==> config.mk <==
export PLATFORM = sky130hd
export DESIGN_NAME = data18_row_reader
export DESIGN_NICKNAME = d
export VERILOG_FILES = /design/src/rtl/data18_row_reader.sv
export SDC_FILE = /design/constraint.sdc
export NUM_CORES = 1
export LEC_CHECK = 0
export CORE_MARGIN = 1.5
export CORE_UTILIZATION = 56
export CTS_CLUSTER_DIAMETER = 60
export CTS_CLUSTER_SIZE = 28
export DETAILED_ROUTE_END_ITERATION = 8
export GPL_TIMING_DRIVEN = 0
export PLACE_DENSITY = 0.76
export SETUP_SLACK_MARGIN = 0.4
export SLEW_MARGIN = 10
export SYNTH_ARGS = -nofsm -noshare
export SYNTH_HDL_FRONTEND = slang
export SYNTH_SLANG_ARGS = --single-unit
==> constraint.sdc <==
create_clock -name clk -period 3 [get_ports clk]
set_clock_uncertainty 0.1 [all_clocks]
set_input_delay 0.45 -clock clk [delete_from_list [all_inputs] [get_ports clk]]
set_output_delay 0.45 -clock clk [all_outputs]
set_load 0.05 [all_outputs]
==> src/rtl/data18_row_reader.sv <==
// data18_row_reader: circular one-row delay line that returns the pixel directly above the incoming one
module data18_row_reader #(
  parameter int ROW_LEN = 28,
  parameter int COL_W = 8
) (
  input  logic             clk,
  input  logic             reset,
  input  logic             frame_start,
  input  logic             din_valid,
  input  logic [17:0]      din,
  output logic [17:0]      dout,
  output logic             dout_valid,
  output logic [COL_W-1:0] dout_col,
  output logic             fill_done
);
  localparam int AW = ROW_LEN > 1 ? $clog2(ROW_LEN) : 1;
  localparam int FW = $clog2(ROW_LEN + 1);
  logic [17:0]      r_mem [2**AW];
  logic [COL_W-1:0] r_wptr;
  logic [COL_W-1:0] w_wnext;
  logic [AW-1:0]    w_waddr;
  logic [FW-1:0]    r_fill;
  logic [17:0]      w_rdata;
  logic             w_emit;
  assign fill_done = r_fill == FW'(ROW_LEN);
  assign w_rdata   = r_mem[r_wptr[AW-1:0]];
  assign w_emit    = din_valid && fill_done && !frame_start;
  assign w_wnext   = r_wptr == COL_W'(ROW_LEN - 1) ? '0 : r_wptr + COL_W'(1);
  assign w_waddr   = frame_start ? '0 : r_wptr[AW-1:0];
  // async read of the old word happens before the write lands at the edge
  always_ff @(posedge clk)
    if (din_valid && !reset) r_mem[w_waddr] <= din;
  always_ff @(posedge clk) begin
    if (reset) begin
      r_wptr     <= '0;
      r_fill     <= '0;
      dout       <= '0;
      dout_valid <= 1'b0;
      dout_col   <= '0;
    end else begin
      dout_valid <= w_emit;
      if (w_emit) begin
        dout     <= w_rdata;
        dout_col <= r_wptr;
      end
      if (frame_start) begin
        r_wptr <= din_valid && ROW_LEN > 1 ? COL_W'(1) : '0;
        r_fill <= FW'(din_valid);
      end else if (din_valid) begin
        r_wptr <= w_wnext;
        if (!fill_done) r_fill <= r_fill + FW'(1);
      end
    end
  end
endmodule
# Word level (Yosys, flattened, before mapping)
# Memory sizes are Yosys's and may differ from the RTL's. A register that Yosys moved wholly into a read port is not among the register bits.
# Index checks and enable logic that the tools add are counted.
[totals]
output_inout_bits = 28
ram_bits = 576
register_bits = 22
wordCells = 31
memories = 1
input_bits = 22
[op_classes]
bitwise = 1
n_reduce_logical = 9
eq_ne = 3
addsub = 2
mux = 10
[mem_list]
columns = ["memory", "words", "width", "read_ports", "rd_clocked_by_memory_dff", "write_ports", "line", "text"]
rows = [
  ["r_mem", 32, 18, 1, 1, 1, "18", "logic [17:0] r_mem [2**AW];"],
]
[op_table]
columns = ["op", "count"]
rows = [
  ["two-way mux 8 bit", 3],
  ["adder 8 x 1 -> 8 bit, second input constant", 1],
  ["equality test 8 x 5 -> 1 bit, second input constant", 1],
  ["two-way mux 1 bit", 6],
  ["adder 5 x 1 -> 5 bit, second input constant", 1],
  ["equality test 5 bit, second input constant", 1],
  ["two-way mux 5 bit", 1],
  ["AND reduction 2 bit", 2],
  ["logical AND 1 bit", 3],
  ["logical NOT 1 bit", 2],
  ["inequality test 2 bit, second input constant", 1],
  ["nonzero test 2 bit", 1],
  ["OR reduction 2 bit", 1],
  ["inverter 1 bit", 1],
]

# Longest topological paths before layout
[depth]
ltp_word = 4
ltp_mapped = 9
ltp_nobuf = 8

# Worst setup path before layout
# OpenSTA, ideal clock, no wires.
[synth_timing]
kind = "register to register"
start = "register r_wptr[0]"
end = "memory r_mem[15][0] (enable)"
slack_ns = 0.154
t_arrival_ns = 2.354
n_path_buf = 5
synth_period_minus_slack_ns = 2.846
setup_time_ns = 0.393
required_time_ns = 2.507
stages_incl_launch_ff = 8
cell_sequence = "dfxtp_1 -> buf_2 -> buf_6 -> buf_4 -> buf_2 -> buf_2 -> nand4_1 -> nor2_1"
[synth_between]
elab_chain_cells = 1
[synth_lines]
columns = ["item", "line", "text"]
rows = [
  ["start, declared", "19", "logic [COL_W-1:0] r_wptr;"],
  ["start signal, assigned", "47", "r_wptr <= din_valid && ROW_LEN > 1 ? COL_W'(1) : '0;"],
  ["start signal, assigned", "50", "r_wptr <= w_wnext;"],
  ["two-way mux 5 bit", "29", "assign w_waddr = frame_start ? '0 : r_wptr[AW-1:0];"],
  ["end, declared", "18", ""],
]
# Every way passes these cells.

# Worst setup path in the final report
[layout_timing]
start = "register r_wptr[2]"
end = "memory r_mem[27][16] (enable)"
# The elaborated chain is that of the path after synthesis.

==> impl_table.tex <==
\begin{tabular}{lr}
\hline
Metric & Value \\
\hline
\multicolumn{2}{l}{\textbf{GRT}} \\
\quad Via count of the first global-routing pass & approximately 12k \\
\quad First-pass GRT wire length & 81.5 mm \\
\quad Global Route Usage Sum & roughly a quarter \\
\quad Total congestion overflow after global routing & 0 \\
\quad Antenna violations before repair & 0 \\
\quad Maximum number of pins on one net before global-route repair & 33 \\
\multicolumn{2}{l}{\textbf{STA}} \\
\quad Achievable Freq & approximately 380 MHz \\
\quad Final cycle utilization of the critical path & 87.8\% \\
\quad Hold Vio Cnt, Final & 0 \\
\quad RSZ-0062 raised after global routing & yes \\
\quad Normalized max-slew margin & about 15\% \\
\quad Total of endpoints with negative setup slack in the final report & 0 \\
\quad Pins over their slew limit & 0 \\
\quad Final period demand of the worst path & 2.64 ns \\
\quad Slew of the pin with the lowest slew margin & 1.27 ns \\
\quad Setup TNS & 0 ns \\
\quad Setup slack of the critical path after layout & 0.365 ns \\
\multicolumn{2}{l}{\textbf{Logic synthesis}} \\
\quad Ys async rst share & 0\% \\
\quad Syn Inst Count & 1,115 \\
\quad Library cells used by synthesis & 46 \\
\quad Synthesized cell area & 23,700 um\^{}2 \\
\quad EDFF count, synth & 576 \\
\quad Dominant cell by count in the synthesized netlist & sky130\_fd\_sc\_hd\_\_edfxtp\_1 \\
\quad Share of synthesized area occupied by flip-flops and latches & 76.5\% \\
\quad Fraction of post-synthesis cell area in the top cell type by area & 73.1\% \\
\quad Leading register cell type out of synthesis & sky130\_fd\_sc\_hd\_\_edfxtp\_1 \\
\quad Largest area contributor in the synthesized netlist & sky130\_fd\_sc\_hd\_\_edfxtp\_1 \\
\quad Post-Syn Area per Cell & 21.2 um\^{}2 \\
\quad Register bit total from synthesis & a little over 600 \\
\quad Yosys synthesis warning count & 0 \\
\quad Area contributors post-synth & sky130\_fd\_sc\_hd\_\_edfxtp\_1, sky130\_fd\_sc\_hd\_\_mux4\_2, sky130\_fd\_sc\_hd\_\_dfxtp\_1 \\
\quad Synth cell count leaders & sky130\_fd\_sc\_hd\_\_edfxtp\_1, sky130\_fd\_sc\_hd\_\_mux4\_2, sky130\_fd\_sc\_hd\_\_nor2\_1, sky130\_fd\_sc\_hd\_\_nand2\_1, sky130\_fd\_sc\_hd\_\_dfxtp\_1 \\
\quad Net count of the mapped netlist & approximately 1.1k \\
\multicolumn{2}{l}{\textbf{CTS}} \\
\quad CTS buffer count & 37 \\
\quad Root buffer cell & sky130\_fd\_sc\_hd\_\_clkbuf\_16 \\
\quad Clock latency of the later-clocked register in the worst-skew pair & 0.59 ns \\
\quad Number of buffers on the longest clock path & 3 \\
\quad Clk slew on worst S/H paths & roughly 0.1 ns \\
\quad TritonCTS clock tree & built \\
\quad Clock sink total & about 620 \\
\quad Level count of the clock H-tree & 2 \\
\multicolumn{2}{l}{\textbf{Drt}} \\
\quad ANT nets after route & 0 \\
\quad Count of routing violations after the opening detailed-route iteration & between 1.5k and 2k \\
\quad Detailed Route WL & 56.9 mm \\
\quad Number of vias after detailed routing & 12.0k \\
\quad Pre-Repair DR Iteration Count & 5 \\
\quad Detailed-route DRC error count & 0 \\
\quad Via density & 6.57 \\
\quad Average wire per cell in the routed design & 31.1 um \\
\multicolumn{2}{l}{\textbf{Die}} \\
\quad Core area & $\sim$42,000 um\^{}2 \\
\quad Number of top-level pins & 50 \\
\quad Height of the chip & 209 um \\
\quad Initial Utilization & 56.5\% \\
\quad Area of the die & about 44,000 um\^{}2 \\
\quad Die boundary width & 209 um \\
\quad Number of rows in the core area & between 70 and 80 \\
\multicolumn{2}{l}{\textbf{Critical path}} \\
\quad Cell-by-cell trace of the critical path & buf\_4 > buf\_6 > buf\_2 > nor2b\_1 > nand2\_1 > nor2\_4 > buf\_8 \\
\quad Max incr delay on CP & 0.44 ns \\
\quad Cell with the largest stage delay on the worst path & sky130\_fd\_sc\_hd\_\_nor2b\_1 \\
\quad Critical path type & flip-flop to flip-flop \\
\quad Reg2Reg Capture Point & r\_mem[27][16] \\
\quad Required time worst endpoint & between 3 and 4 ns \\
\quad Startpoint of the worst register-to-register path & r\_wptr[2] \\
\quad Worst reg2reg path depth & 7 \\
\quad Signal arrival time at the worst endpoint & 2.82 ns \\
\quad Kind of cell with the highest combined delay on the critical path & simple AND/OR/NAND/NOR gates \\
\quad Nature of the critical path startpoint & flip-flop \\
\quad Critical path endpoint category & flip-flop \\
\quad Biggest fanout along the worst timing path & 11 \\
\quad Worst path bufs/invs & 4 \\
\quad Flop-to-flop setup slack & 0.36 ns \\
\multicolumn{2}{l}{\textbf{Power}} \\
\quad Leakage power of the design & a little over 8 nW \\
\quad Internal Pwr Total & 12.2 mW \\
\quad Switch share & 21.8\% \\
\quad Peak supply drop & 343 uV \\
\quad Post-layout total power & 15.6 mW \\
\quad Pwr per Cell Area & 568 nW/um\^{}2 \\
\quad Switching power & roughly 3.4 mW \\
\quad Clock Power Share & 36.0\% \\
\quad Combinational cell fraction of total power & 3.7\% \\
\quad Sequential power share & 60.3\% \\
\multicolumn{2}{l}{\textbf{Min path}} \\
\quad Classification of the worst-slack hold path & primary input to flip-flop \\
\quad Number of stages on the worst hold path & 1 \\
\quad Terminating pin of the worst hold path & r\_mem[23][15] \\
\quad Hold path startpoint & din[15] \\
\multicolumn{2}{l}{\textbf{Run status}} \\
\quad Result of the run & complete, no violations \\
\multicolumn{2}{l}{\textbf{Placement}} \\
\quad Placer congestion estimate & about 0.93 \\
\quad Sum of net half-perimeters after detailed placement & around 33 mm \\
\quad Dpl ws & -0.759 ns \\
\quad Number of buffer cells added on primary ports & 49 \\
\multicolumn{2}{l}{\textbf{Final layout}} \\
\quad Area added between synthesis and finish & 16.0\% \\
\quad Number of fillers in the final layout & 2,580 \\
\quad Total Nets Final & about 1.3k \\
\quad Antenna cells & 0 \\
\quad Core occupancy in the finished layout & 65.6\% \\
\quad Fraction of final layout cells sized beyond drive strength 1 & 32.6\% \\
\multicolumn{2}{l}{\textbf{Job}} \\
\quad Number of max-cap violations & 0 \\
\hline
\end{tabular}
==> routing by layer <==
layer / up-vias / part of all wire [%] / track usage (%)
li1: 4897 / - / -
met5: - / 0 / 0
met1: 6234 / 37 / 35.9
met2: 769 / 49 / 43.1
met3: 137 / 9.6 / 4.67
met4: 0 / 4.1 / 11.3
==> power by group through the flow <==
| stage | Clock [mW] | Combinational (mW) | Sequential [mW] |
|---|---|---|---|
| 2_1_floorplan | 0 | 0.291 | 9.59 |
| 4_1_cts | 5.63 | 0.576 | 9.40 |
| 3_5_place_dp | 0 | 0.553 | 9.60 |
| 6_report | 5.60 | 0.581 | 9.40 |
| 3_3_place_gp | 0 | 0.536 | 9.60 |
| 5_1_grt | 5.94 | 0.612 | 9.40 |
==> placed cells by master, fill, tap and decap left out, types with 3 or more instances in the layout <==
master                            count
sky130_fd_sc_hd__a221oi_2             8
sky130_fd_sc_hd__nand2_1             50
sky130_fd_sc_hd__nor2b_2              3
sky130_fd_sc_hd__a21oi_1             28
sky130_fd_sc_hd__inv_8                4
sky130_fd_sc_hd__nor3_1              16
sky130_fd_sc_hd__mux2_2              19
sky130_fd_sc_hd__clkinv_8             5
sky130_fd_sc_hd__mux4_2             155
sky130_fd_sc_hd__clkbuf_1            17
sky130_fd_sc_hd__buf_2               30
sky130_fd_sc_hd__buf_12              32
sky130_fd_sc_hd__ha_1                 3
sky130_fd_sc_hd__edfxtp_1           576
sky130_fd_sc_hd__xnor2_1              3
sky130_fd_sc_hd__inv_6                6
sky130_fd_sc_hd__nand3_1              3
sky130_fd_sc_hd__buf_6               12
sky130_fd_sc_hd__inv_1                3
sky130_fd_sc_hd__nor2_1              23
sky130_fd_sc_hd__nor2_4              32
sky130_fd_sc_hd__mux2i_1             23
sky130_fd_sc_hd__nor2b_1              6
sky130_fd_sc_hd__clkinvlp_4           3
sky130_fd_sc_hd__nand4_1              7
sky130_fd_sc_hd__buf_4               18
sky130_fd_sc_hd__clkdlybuf4s50_1     33
sky130_fd_sc_hd__buf_8               18
sky130_fd_sc_hd__clkbuf_4             4
sky130_fd_sc_hd__dfxtp_1             40
sky130_fd_sc_hd__a31oi_1              9
sky130_fd_sc_hd__clkbuf_16           39
sky130_fd_sc_hd__a211oi_1             3
sky130_fd_sc_hd__xor2_1               6
sky130_fd_sc_hd__clkbuf_2            10
==> what timing repair did <==
item	CTS	global route
pin swaps	33	1
hold buffers	0	0
buffers inserted	43	2
resized for setup	62	34
endpoints found under the setup margin	595	545
==> worst register-to-register path, delay by kind of cell (launching register included) <==
family	cells	cell delay, ns
buffers and inverters	4	0.81
flip-flops	1	0.33
AND/OR/NAND/NOR	3	1.11
==> stage by stage <==
| stage | cell area (um^2) | hold WS (ns) | cells |
|---|---|---|---|
| finish | 27400 | 0.323 | 1832 |
| global route | 27400 | 0.328 | 1832 |
| CTS | 27400 | 0.343 | 1830 |
| detailed placement | 25200 | 0.350 | 1721 |
| global placement | 24900 | 0.348 | 1703 |
| floorplan | 23700 | 0.358 | 1115 |
==> flip-flops by register name, summed over array words and instances, names as in the netlist <==
signal / flops
r_mem: 576
dout: 18
dout_col: 8
r_wptr: 8
r_fill: 5
dout_valid: 1
==> area by class of cell <==
| type | instances | area, um^2 | share of cell area, % |
|---|---|---|---|
| inverter | 4 | 15.0 | 0.0547 |
| clock buffer | 43 | 1000 | 3.65 |
| tap | 539 | 674 | 2.46 |
| buffer | 61 | 408 | 1.49 |
| sequential | 616 | 18100 | 65.9 |
| clock inverter | 23 | 260 | 0.948 |
| timing repair buffer | 112 | 1420 | 5.19 |
| multi-input combinational | 434 | 5570 | 20.3 |
==> logic make-up (layout without fill, tap and decap cells) <==
kind of cell	Yosys count	count (layout)	share of synthesized area, %
flops	616	616	76.5
fa+ha+maj	3	3	0.159
compound gates	59	59	1.78
buf+inv	65	243	1.38
simple gates	164	164	3.17
mux	199	199	16.7
xor+xnor	9	9	0.333
==> worst max path at each step <==
stage               from             to  slack [ns]  cells after the start
2_1_floorplan  r_wptr[0]   r_mem[15][0]        0.15                      7
3_3_place_gp   r_wptr[0]   r_mem[23][9]       -1.32                      7
3_5_place_dp   r_wptr[1]   r_mem[22][9]       -0.76                      7
4_1_cts        r_wptr[0]   r_mem[15][5]        0.42                     10
5_1_grt        r_fill[0]        dout[7]        0.39                      7
6_report       r_wptr[2]  r_mem[27][16]        0.36                      7
Note: power is estimated with default switching activity, not from simulation.
